$ cat src/rtl/mem_dump_reader.sv
// Streams a block of words from a single-cycle-latency RAM to a ready/valid consumer.
// States: IDLE wait for start | READ drive memRead | WAIT capture memData | OUTPUT hold word until ready | DONE one-cycle done pulse
module mem_dump_reader #(
  parameter int unsigned ADDR_STEP   = 4,
  parameter int unsigned COUNT_WIDTH = 9
) (
  input  logic                   clk_i,
  input  logic                   reset_i,
  input  logic                   start_i,
  input  logic                   abort_i,
  input  logic [31:0]            baseAddr_i,
  input  logic [COUNT_WIDTH-1:0] wordCount_i,
  output logic [31:0]            memAddr_o,
  output logic                   memRead_o,
  input  logic [31:0]            memData_i,
  output logic [31:0]            outData_o,
  output logic [31:0]            outAddr_o,
  output logic                   outValid_o,
  input  logic                   outReady_i,
  output logic                   busy_o,
  output logic                   done_o
);

  typedef enum logic [2:0] {
    S_IDLE,
    S_READ,
    S_WAIT,
    S_OUTPUT,
    S_DONE
  } state_t;

  state_t                 state_q, state_d;
  logic [31:0]            addr_q, addr_d;
  logic [COUNT_WIDTH-1:0] rem_q, rem_d;
  logic [31:0]            out_data_q, out_data_d;
  logic [31:0]            out_addr_q, out_addr_d;

  always_ff @(posedge clk_i or posedge reset_i) begin
    if (reset_i) begin
      state_q    <= S_IDLE;
      addr_q     <= '0;
      rem_q      <= '0;
      out_data_q <= '0;
      out_addr_q <= '0;
    end else begin
      state_q    <= state_d;
      addr_q     <= addr_d;
      rem_q      <= rem_d;
      out_data_q <= out_data_d;
      out_addr_q <= out_addr_d;
    end
  end

  always_comb begin
    state_d    = state_q;
    addr_d     = addr_q;
    rem_d      = rem_q;
    out_data_d = out_data_q;
    out_addr_d = out_addr_q;
    case (state_q)
      S_IDLE: begin
        if (start_i && !abort_i) begin
          if (wordCount_i != '0) begin
            addr_d  = baseAddr_i;
            rem_d   = wordCount_i;
            state_d = S_READ;
          end else begin
            state_d = S_DONE;
          end
        end
      end
      S_READ: state_d = S_WAIT;
      S_WAIT: begin
        out_data_d = memData_i;
        out_addr_d = addr_q;
        state_d    = S_OUTPUT;
      end
      S_OUTPUT: begin
        if (outReady_i) begin
          if (rem_q == COUNT_WIDTH'(1)) begin
            state_d = S_DONE;
          end else begin
            rem_d   = rem_q - COUNT_WIDTH'(1);
            addr_d  = addr_q + 32'(ADDR_STEP);
            state_d = S_READ;
          end
        end
      end
      S_DONE:  state_d = S_IDLE;
      default: state_d = S_IDLE;
    endcase
    // abort wins over acceptance and the DONE exit alike
    if (abort_i && state_q != S_IDLE) state_d = S_IDLE;
  end

  assign memAddr_o  = addr_q;
  assign memRead_o  = (state_q == S_READ);
  assign outData_o  = out_data_q;
  assign outAddr_o  = out_addr_q;
  assign outValid_o = (state_q == S_OUTPUT);
  assign busy_o     = (state_q != S_IDLE);
  assign done_o     = (state_q == S_DONE);

endmodule

$ cat config.mk
export PLATFORM = sky130hd
export DESIGN_NAME = mem_dump_reader
export DESIGN_NICKNAME = d
export VERILOG_FILES = /design/src/rtl/mem_dump_reader.sv
export SDC_FILE = /design/constraint.sdc
export NUM_CORES = 1
export LEC_CHECK = 0
export ABC_CLOCK_PERIOD_IN_PS = 3890
export BUFFER_PORTS_ARGS = -buffer_cell sky130_fd_sc_hd__buf_2
export CAP_MARGIN = 10
export CORE_MARGIN = 1
export CORE_UTILIZATION = 50
export DETAILED_ROUTE_END_ITERATION = 7
export PLACE_DENSITY = 0.77
export SYNTH_ARGS = -nofsm -noshare
export SYNTH_HDL_FRONTEND = slang
export SYNTH_SLANG_ARGS = --single-unit
$ cat constraint.sdc
create_clock -name clk_i -period 3.89 [get_ports clk_i]
set_clock_uncertainty 0.15 [all_clocks]
set_input_delay 0.5835 -clock clk_i [delete_from_list [all_inputs] [get_ports clk_i]]
set_output_delay 0.5835 -clock clk_i [all_outputs]
set_load 0.05 [all_outputs]
==> out/results.ini, run 1 <==
[critical_path]
critical_path.max_fanout=33
r2r_cells=8
r2r_setup_slack_ps=930
start_kind=flip-flop
r2r_start=state_q[0]
required_ps=4010
r2r-end=rem_q[3]
worstSetupEndpointType=flip-flop
critPathKind=flip-flop to flip-flop
worstPathArrival_ps=3070

[placed_design]
place_hpwl_um=9420
io_buffers=177
gp_congestion=0.784

[logic_synthesis]
ys_types=56
yosys_warnings=0
synth.avg_cell_area_um2=11.0
yosysSeqAreaShare_pct=52.1
ys_ff_latch=108
synth-edff-count=0
synth.net_count=553
synth_top_area_share_pct=52.1
synth_area_leaders=dfrtp_1, mux2_2, a21oi_1
ys.flop_type=dfrtp_1
synthesis.area_um2=5190
synthCells=472
synth.largest_area_cell=dfrtp_1
ys_async_sr_fraction_pct=100

[sta]
fin_crit_sh_pct=76.0
final.min_clock_period_ps=2960
max_slew_margin_pct=39.2
setup_tns_ps=0
worst_slew_pin_slew_ps=912
final_hold_viol_count=0
setup_viol=0
timing.fmax_ghz=0.338
grt_setup_unrepaired=false
maxSlewViolCount=0

[final_layout]
final_util_pct=64.0
layout-drive-gt1-share_pct=44.5
area_growth_syn_to_layout_pct=22.3
finalNetCount=718

[clock_network]
numCtsBuffers=9
htreeDepth=3
holdBufCountCts=0
ctsResizeCount=0
clockBufferDepth=2
clockRootBuffer=clkbuf_8
cts_tree=done
clkSlewWorstSetupHoldPaths_ps=110
worstSkewPairLatency_ps=370
cts.sinks=108
post_cts_buffers=0

[power]
report.power.total_uw=5850
pwr-share-seq_pct=35.0
swShare_pct=53.7
p_comb_share_pct=53.5
p_int_uw=2710
p_per_area_nw_per_um2=922
power.switching_uw=3140
clockPowerShare_pct=11.5
vdd_drop_max_uv=587
leakage_uw=0.00285

[drt]
routed_wl_um=13500
via_per_inst=5.76
dr.pass1.iters=5
drc_errors=0
drt_iter0_drc=263
post_drt_wl_per_cell_um=17.3
detail-route-antenna-nets=0
vias=4470

[grt]
antenna_found_initial=2
track_usage_pct=25.4
grt_pass1_vias=4463
grt_max_degree=67
gr-total-overflow=0
grt_pass1_wl_um=22200

[hold_path]
hold_class=input pin to async pin

[floorplanning]
initial_utilization_pct=52.3
fp.dieW_um=104
die_area_um2=10800
ios=178
coreArea_um2=9910
num_rows=36
die_h_um=104

[job]
max_cap_viol_count=0

[outcome]
status=finished, final reports clean

## metal layers
| metal | part of all wire (%) | GRT usage (%) | wire, um |
|---|---|---|---|
| met5 | 0 | 0 | 0 |
| met4 | 2.4 | 10.1 | 323 |
| met3 | 6.4 | 5.16 | 861 |
| met2 | 49 | 42.1 | 6610 |
| met1 | 42 | 32.7 | 5660 |
## logic make-up (layout without fill, tap and decap cells)
family	Yosys count	after routing	synth area share (%)
compound gates	124	124	15.3
fa+ha+maj	3	3	0.724
buf+inv	43	213	3.91
flops	108	108	52.1
mux	66	66	14.3
other cells	0	1	0
simple gates	128	128	13.7
## area by class of cell
| type | count | area [um^2] |
|---|---|---|
| multi-input cells | 321 | 2290 |
| flip-flops and latches | 108 | 2700 |
| diodes | 1 | 2.50 |
| inverters | 12 | 47.5 |
| fillers | 822 | 3570 |
| repair buffers | 185 | 946 |
| well taps | 133 | 166 |
| clock buffers | 10 | 138 |
| clock inverters | 6 | 53.8 |
## cells in the final DEF, fill, tap and decap left out, types with 4 or more instances in the layout
cell type and n:
nand4_1 8, o21ai_0 26, o22ai_1 14, nor3_1 9, a22o_1 4, buf_2 177
buf_4 8, and3_1 7, nor2_1 19, a31oi_1 9, dfrtp_1 108, a2bb2oi_1 10
nand3_1 20, inv_1 10, mux2_2 66, clkbuf_8 10, nand2_1 38, a21oi_1 33
## stage by stage
| step | instances | instance area (um^2) | hold slack [ps] | setup slack [ps] |
|---|---|---|---|---|
| global route | 776 | 6340 | 267 | 708 |
| CTS | 775 | 6340 | 230 | 968 |
| finish | 776 | 6340 | 195 | 932 |
| global placement | 759 | 6150 | 333 | 1040 |
| floorplan | 472 | 5190 | 329 | 311 |
| detailed placement | 759 | 6150 | 340 | 969 |
## worst max-delay path: stages (launching register included)
cell      delay [ps]
dfrtp_1          490
nand3b_1         180
inv_2             60
buf_4            220
nand4_1          180
and3_1           790
buf_4            410
o21ai_0          140
a22o_1           240
## synth_stat cells (4+ instances only)
cell type	count
a22o_1	4
and3_1	7
buf_2	15
nand3_1	20
inv_1	11
nor2_1	19
a31oi_1	9
a21oi_1	33
o21ai_0	26
dfrtp_1	108
clkbuf_1	11
nand4_1	8
o22ai_1	14
nand2_1	38
a2bb2oi_1	10
mux2_2	66
nor3_1	9
## flip-flops by register name (all words and copies together), names as in the netlist
name,count
state_q,3
outAddr_o,32
memAddr_o,32
rem_q,9
outData_o,32
## power groups by stage
stage / clock network (uW) / registers (uW) / logic (uW)
2_1_floorplan: 0 / 3580 / 841
3_3_place_gp: 0 / 2030 / 3090
3_5_place_dp: 0 / 2060 / 3140
4_1_cts: 691 / 2040 / 3140
5_1_grt: 730 / 2120 / 3270
6_report: 671 / 2050 / 3130
## worst max-delay path by stage
stage               start           end  depth (start not counted)
6_report       state_q[0]      rem_q[3]                          8
5_1_grt        state_q[0]      rem_q[3]                          8
4_1_cts        state_q[0]      rem_q[3]                          8
3_5_place_dp   state_q[0]      rem_q[3]                          8
3_3_place_gp   state_q[0]      rem_q[3]                          8
2_1_floorplan     reset_i  memAddr_o[0]                          1
Power figures use the tool's default switching activity.
==> inputs of run 2 (changes only) <==
ABC_CLOCK_PERIOD_IN_PS = 2600   (was 3890)
CORE_UTILIZATION = 46   (was 50)
PLACE_DENSITY = 0.74   (was 0.77)
clock period = 2.6 ns   (was 3.89 ns; I/O delays follow)
==> run 2 against run 1 <==
Utilization fell by 4.0 points. Sequential share of layout area fell by 1.4 points. Largest cell class unchanged. Total power rose by 57%. Fmax rose by 24%. Worst hold slack got worse by 140 ps.
==> out/results.ini, run 2 (same netlist as run 1, synthesis figures left out) <==
[final_layout]
finalNetCount=725  ; was 718
layout.area.seq_um2=2700  ; unchanged
layout_common_cells=buf_2, dfrtp_1, mux2_2  ; unchanged
layout-drive-gt1-share_pct=45.3  ; was 44.5%
layout_commonest_cell=buf_2  ; unchanged
stdcell_count=789  ; was 776
n_fill_cell=954  ; was 822
area_growth_syn_to_layout_pct=26.5  ; was 22.3%
multiInputGateArea_um2=2290  ; about the same
diodes=0  ; was 1

[clock_network]
clkSlewWorstSetupHoldPaths_ps=70  ; was 110 ps
clockBufferDepth=2  ; unchanged
numCtsBuffers=9  ; unchanged
clockRootBuffer=clkbuf_16  ; was clkbuf_8
post_cts_buffers=0  ; unchanged
ctsResizeCount=0  ; unchanged
cts_tree=done  ; unchanged
cts.sinks=108  ; unchanged
htreeDepth=3  ; unchanged
holdBufCountCts=0  ; unchanged
worstSkewPairLatency_ps=350  ; was 370 ps

[hold_path]
hold_class=input pin to async pin  ; unchanged

[sta]
worst_slew_pin_slew_ps=877  ; was 912 ps
final_hold_viol_count=0  ; unchanged
whs_ps=51.9  ; was 195 ps
maxSlewViolCount=0  ; unchanged
fin_crit_sh_pct=91.5  ; was 76.0%
max_slew_margin_pct=41.4  ; was 39.2%
final.min_clock_period_ps=2380  ; was 2960 ps
setup_tns_ps=0  ; unchanged
timing.fmax_ghz=0.420  ; was 0.338 GHz
grt_setup_unrepaired=false  ; unchanged
setup_viol=0  ; unchanged

[power]
vdd_drop_max_uv=841  ; was 587 uV
leakage_uw=0.00295  ; was 0.00285 uW
p_per_area_nw_per_um2=1400  ; was 922 nW/um^2

[floorplanning]
die_h_um=108  ; was 104 um
die_area_um2=11700  ; was 10,800 um^2
num_rows=38  ; was 36
fp.dieW_um=108  ; was 104 um
ios=178  ; unchanged
coreArea_um2=10900  ; was 9910 um^2
initial_utilization_pct=47.4  ; was 52.3%

[drt]
drt_iter0_drc=258  ; was 263
via_per_inst=5.64  ; was 5.76
drc_errors=0  ; unchanged
post_drt_wl_per_cell_um=16.7  ; was 17.3 um
vias=4447  ; was 4,470
routed_wl_um=13200  ; was 13,500 um
detail-route-antenna-nets=0  ; unchanged
dr.pass1.iters=5  ; unchanged

[critical_path]
r2r_cells=6  ; was 8
worstSetupEndpointType=flip-flop  ; unchanged
start_kind=flip-flop  ; unchanged
r2r_setup_slack_ps=220  ; was 930 ps
required_ps=2680  ; was 4010 ps
critPathKind=flip-flop to flip-flop  ; unchanged
critical_path.max_fanout=31  ; was 33
r2r_start=state_q[1]  ; was state_q[0]
cp-startpoint=state_q[1]  ; was state_q[0]
r2r-end=memAddr_o[28]  ; was rem_q[3]
worstPathArrival_ps=2460  ; was 3070 ps

[placed_design]
gp_congestion=0.814  ; was 0.784
io_buffers=177  ; unchanged
dp_cells=773  ; was 759
place_hpwl_um=9520  ; was 9420 um

[grt]
gr-total-overflow=0  ; unchanged
grt_pass1_vias=4390  ; was 4,463
grt_pass1_wl_um=21300  ; was 22,200 um
antenna_found_initial=0  ; was 2
track_usage_pct=23.3  ; was 25.4%
grt_max_degree=47  ; was 67

[job]
max_cap_viol_count=0  ; unchanged

[outcome]
status=finished, final reports clean  ; unchanged

run 2: critical path: stages (launching register included):
cell and delay, ps:
dfrtp_1 480, nor3_1 430, a32o_2 290, and3_1 190, buf_4 320, o21ai_0 160, a22o_1 250
run 2: routing by layer:
| metal | vias to the layer above | track usage (%) | part of all wire (%) |
|---|---|---|---|
| li1 | 2096 | - | - |
| met1 | 2196 | 30.0 | 42 |
| met2 | 136 | 39.4 | 51 |
| met3 | 19 | 4.70 | 4.8 |
| met4 | 0 | 7.05 | 1.5 |
| met5 | - | 0 | 0 |
run 2: per-stage QoR:
step	total power, uW	util, %	setup slack [ps]	cell area [um^2]
2_1_floorplan	6610	-	218	5190
3_3_place_gp	7670	57.1	268	6250
3_5_place_dp	7800	57.1	175	6250
4_1_cts	9230	60.0	150	6560
5_1_grt	9640	60.0	97.6	6560
6_report	9180	60.0	220	6560
run 2: power breakdown:
part | internal, uW | switching, uW
combinational | 1270 | 3450
clock | 783 | 636
sequential | 2410 | 635
total | 4470 | 4720
run 2: final cells by class:
type / instances / share of cell area (%)
Multi-Input combinational cell: 321 / 34.9
Clock inverter: 6 / 1.05
Sequential cell: 108 / 41.2
Tap cell: 140 / 2.67
Inverter: 12 / 0.744
Clock buffer: 10 / 3.64
Timing Repair Buffer: 192 / 15.8
run 2: worst max-delay path by stage:
stage,endpoint,cells past startpoint
global route,memAddr_o[28],6
floorplan,memAddr_o[27],6
global placement,memAddr_o[0],7
finish,memAddr_o[28],6
CTS,memAddr_o[0],8
detailed placement,memAddr_o[0],8
==> inputs of run 3 (changes only) <==
ABC_CLOCK_PERIOD_IN_PS = 2070   (was 2600)
clock period = 2.07 ns   (was 2.6 ns; I/O delays follow)
==> run 3 against run 2 <==
Worst hold slack lost 5.0 ps. Sequential power up 27%. Setup slack got worse by 200 ps. Highest routed layer unchanged. Critical path type unchanged.
==> out/results.ini, run 3 (same netlist as run 1, synthesis figures left out) <==
[sta]
setup_slack_ps=23.3  ; was 220 ps
maxSlewViolCount=0  ; unchanged
final_hold_viol_count=0  ; unchanged
grt_setup_unrepaired=true  ; was false
whs_ps=46.9  ; was 51.9 ps
setup_viol=0  ; unchanged
timing.fmax_ghz=0.489  ; was 0.420 GHz
worst_slew_pin_slew_ps=498  ; was 877 ps
max_slew_margin_pct=66.4  ; was 41.4%
fin_crit_sh_pct=98.9  ; was 91.5%
final.min_clock_period_ps=2050  ; was 2380 ps

[clock_network]
htreeDepth=3  ; unchanged
numCtsBuffers=9  ; unchanged
cts.sinks=108  ; unchanged
worstSkewPairLatency_ps=340  ; was 350 ps
cts_tree=done  ; unchanged
clockRootBuffer=clkbuf_16  ; unchanged
clockBufferDepth=2  ; unchanged
clkSlewWorstSetupHoldPaths_ps=70  ; about the same

[grt]
track_usage_pct=24.4  ; was 23.3%
grt_max_degree=46  ; was 47
antenna_found_initial=0  ; unchanged
grt_pass1_wl_um=22200  ; was 21,300 um
gr-total-overflow=0  ; unchanged
grt_pass1_vias=4537  ; was 4,390

[critical_path]
r2r_start=rem_q[1]  ; was state_q[1]
path_cells=inv_2 -> buf_4 -> ha_1 -> or3b_4 -> nor3_4 -> nand2_1 -> o21ai_1 -> a22o_1  ; was nor3_1 -> a32o_2 -> and3_1 -> buf_4 -> o21ai_0 -> a22o_1
critPathKind=flip-flop to flip-flop  ; unchanged
cp-startpoint=rem_q[1]  ; was state_q[1]
worstSetupEndpointType=flip-flop  ; unchanged
crit_slowest_cell=dfrtp_1  ; unchanged
crit_family=simple AND/OR/NAND/NOR gates  ; was compound AO/OA/AOI/OAI gates
cp.buffers_inverters=2  ; was 1
cp_slowest_stage_delay_ps=410  ; was 480 ps
start_kind=flip-flop  ; unchanged
worstPathArrival_ps=2180  ; was 2460 ps
required_ps=2200  ; was 2680 ps
critical_path.max_fanout=3  ; was 31

[floorplanning]
die_area_um2=11700  ; unchanged
initial_utilization_pct=47.4  ; unchanged
die_h_um=108  ; unchanged
coreArea_um2=10900  ; unchanged
num_rows=38  ; unchanged
ios=178  ; unchanged
fp.dieW_um=108  ; unchanged

[drt]
dr.pass1.iters=4  ; was 5
post_drt_wl_per_cell_um=17.1  ; was 16.7 um
vias=4676  ; was 4,447
detail-route-antenna-nets=0  ; unchanged
drt_iter0_drc=286  ; was 258
routed_wl_um=14200  ; was 13,200 um
drc_errors=0  ; unchanged
via_per_inst=5.64  ; about the same

[hold_path]
min_from=memData_i[9]
hold_class=input pin to flip-flop  ; was input pin to async pin

[power]
vdd_drop_max_uv=1010  ; was 841 uV
p_per_area_nw_per_um2=1700  ; was 1400 nW/um^2
leakage_uw=0.00313  ; was 0.00295 uW

[final_layout]
area_growth_syn_to_layout_pct=34.5  ; was 26.5%
n_fill_cell=886  ; was 954
layout_commonest_cell=buf_2  ; unchanged
layout-drive-gt1-share_pct=52.8  ; was 45.3%
layout_common_cells=buf_2, dfrtp_1, mux2_2  ; unchanged
finalNetCount=766  ; was 725
diodes=0  ; unchanged
stdcell_count=829  ; was 789

[placed_design]
dp_cells=803  ; was 773
io_buffers=177  ; unchanged
place_hpwl_um=10200  ; was 9520 um
gp_congestion=0.858  ; was 0.814
dpl_worst_slack_ps=-160  ; was 175 ps

[job]
max_cap_viol_count=0  ; unchanged

[outcome]
status=finished, final reports clean  ; unchanged

[run 3: final cells by class]
type	instances	area (um^2)	share of cell area (%)
sequential	108	2730	39.1
multi-input combinational	321	2380	34.1
timing repair buffer	233	1350	19.4
clock buffer	11	243	3.48
tap	140	175	2.51
clock inverter	4	50.0	0.718
inverter	12	48.8	0.700
[run 3: through the flow]
step / instance area (um^2) / TNS, ps / power, uW / utilization, %
floorplan: 5260 / -109 / 8380 / -
global placement: 6510 / -65.0 / 9880 / 59.5
detailed placement: 6510 / -2790 / 10100 / 59.5
CTS: 6830 / 0 / 11800 / 62.5
global route: 6970 / -137 / 12400 / 63.8
finish: 6970 / 0 / 11900 / 63.8
[run 3: final timing paths]
check / slack (ps) / end / cells after the start
max: 20 / rem_q[6] / 8
min: 50 / outData_o[9] / 2
max reg2reg: 20 / rem_q[6] / 8
min reg2reg: 350 / outAddr_o[30] / 1
max in group asynchronous: 790 / memAddr_o[3] / 4
min in group asynchronous: 240 / outData_o[6] / 3
[run 3: per-layer routing]
metal	share of wire, %	global-route usage, %	up-vias
met5	0	0	-
met4	1.9	8.81	0
met3	4.1	3.80	23
met2	51	41.0	139
met1	43	31.8	2336
li1	-	-	2178
[run 3: repair_timing]
item                                   4_1_cts  5_1_grt
endpoints found under the hold margin        3        0
hold buffers                                 1        0
cloned                                       0        0
pin swaps                                    0        6
setup endpoints to repair                   37       38
buffers inserted                             0       11
resized for setup                            6       19
[run 3: report_power, final]
group,internal (uW),switching [uW],total [uW],leakage [uW]
logic,1850,4470,6310,0.00176
clock network,963,748,1710,0.000138
registers,3060,792,3860,0.00123
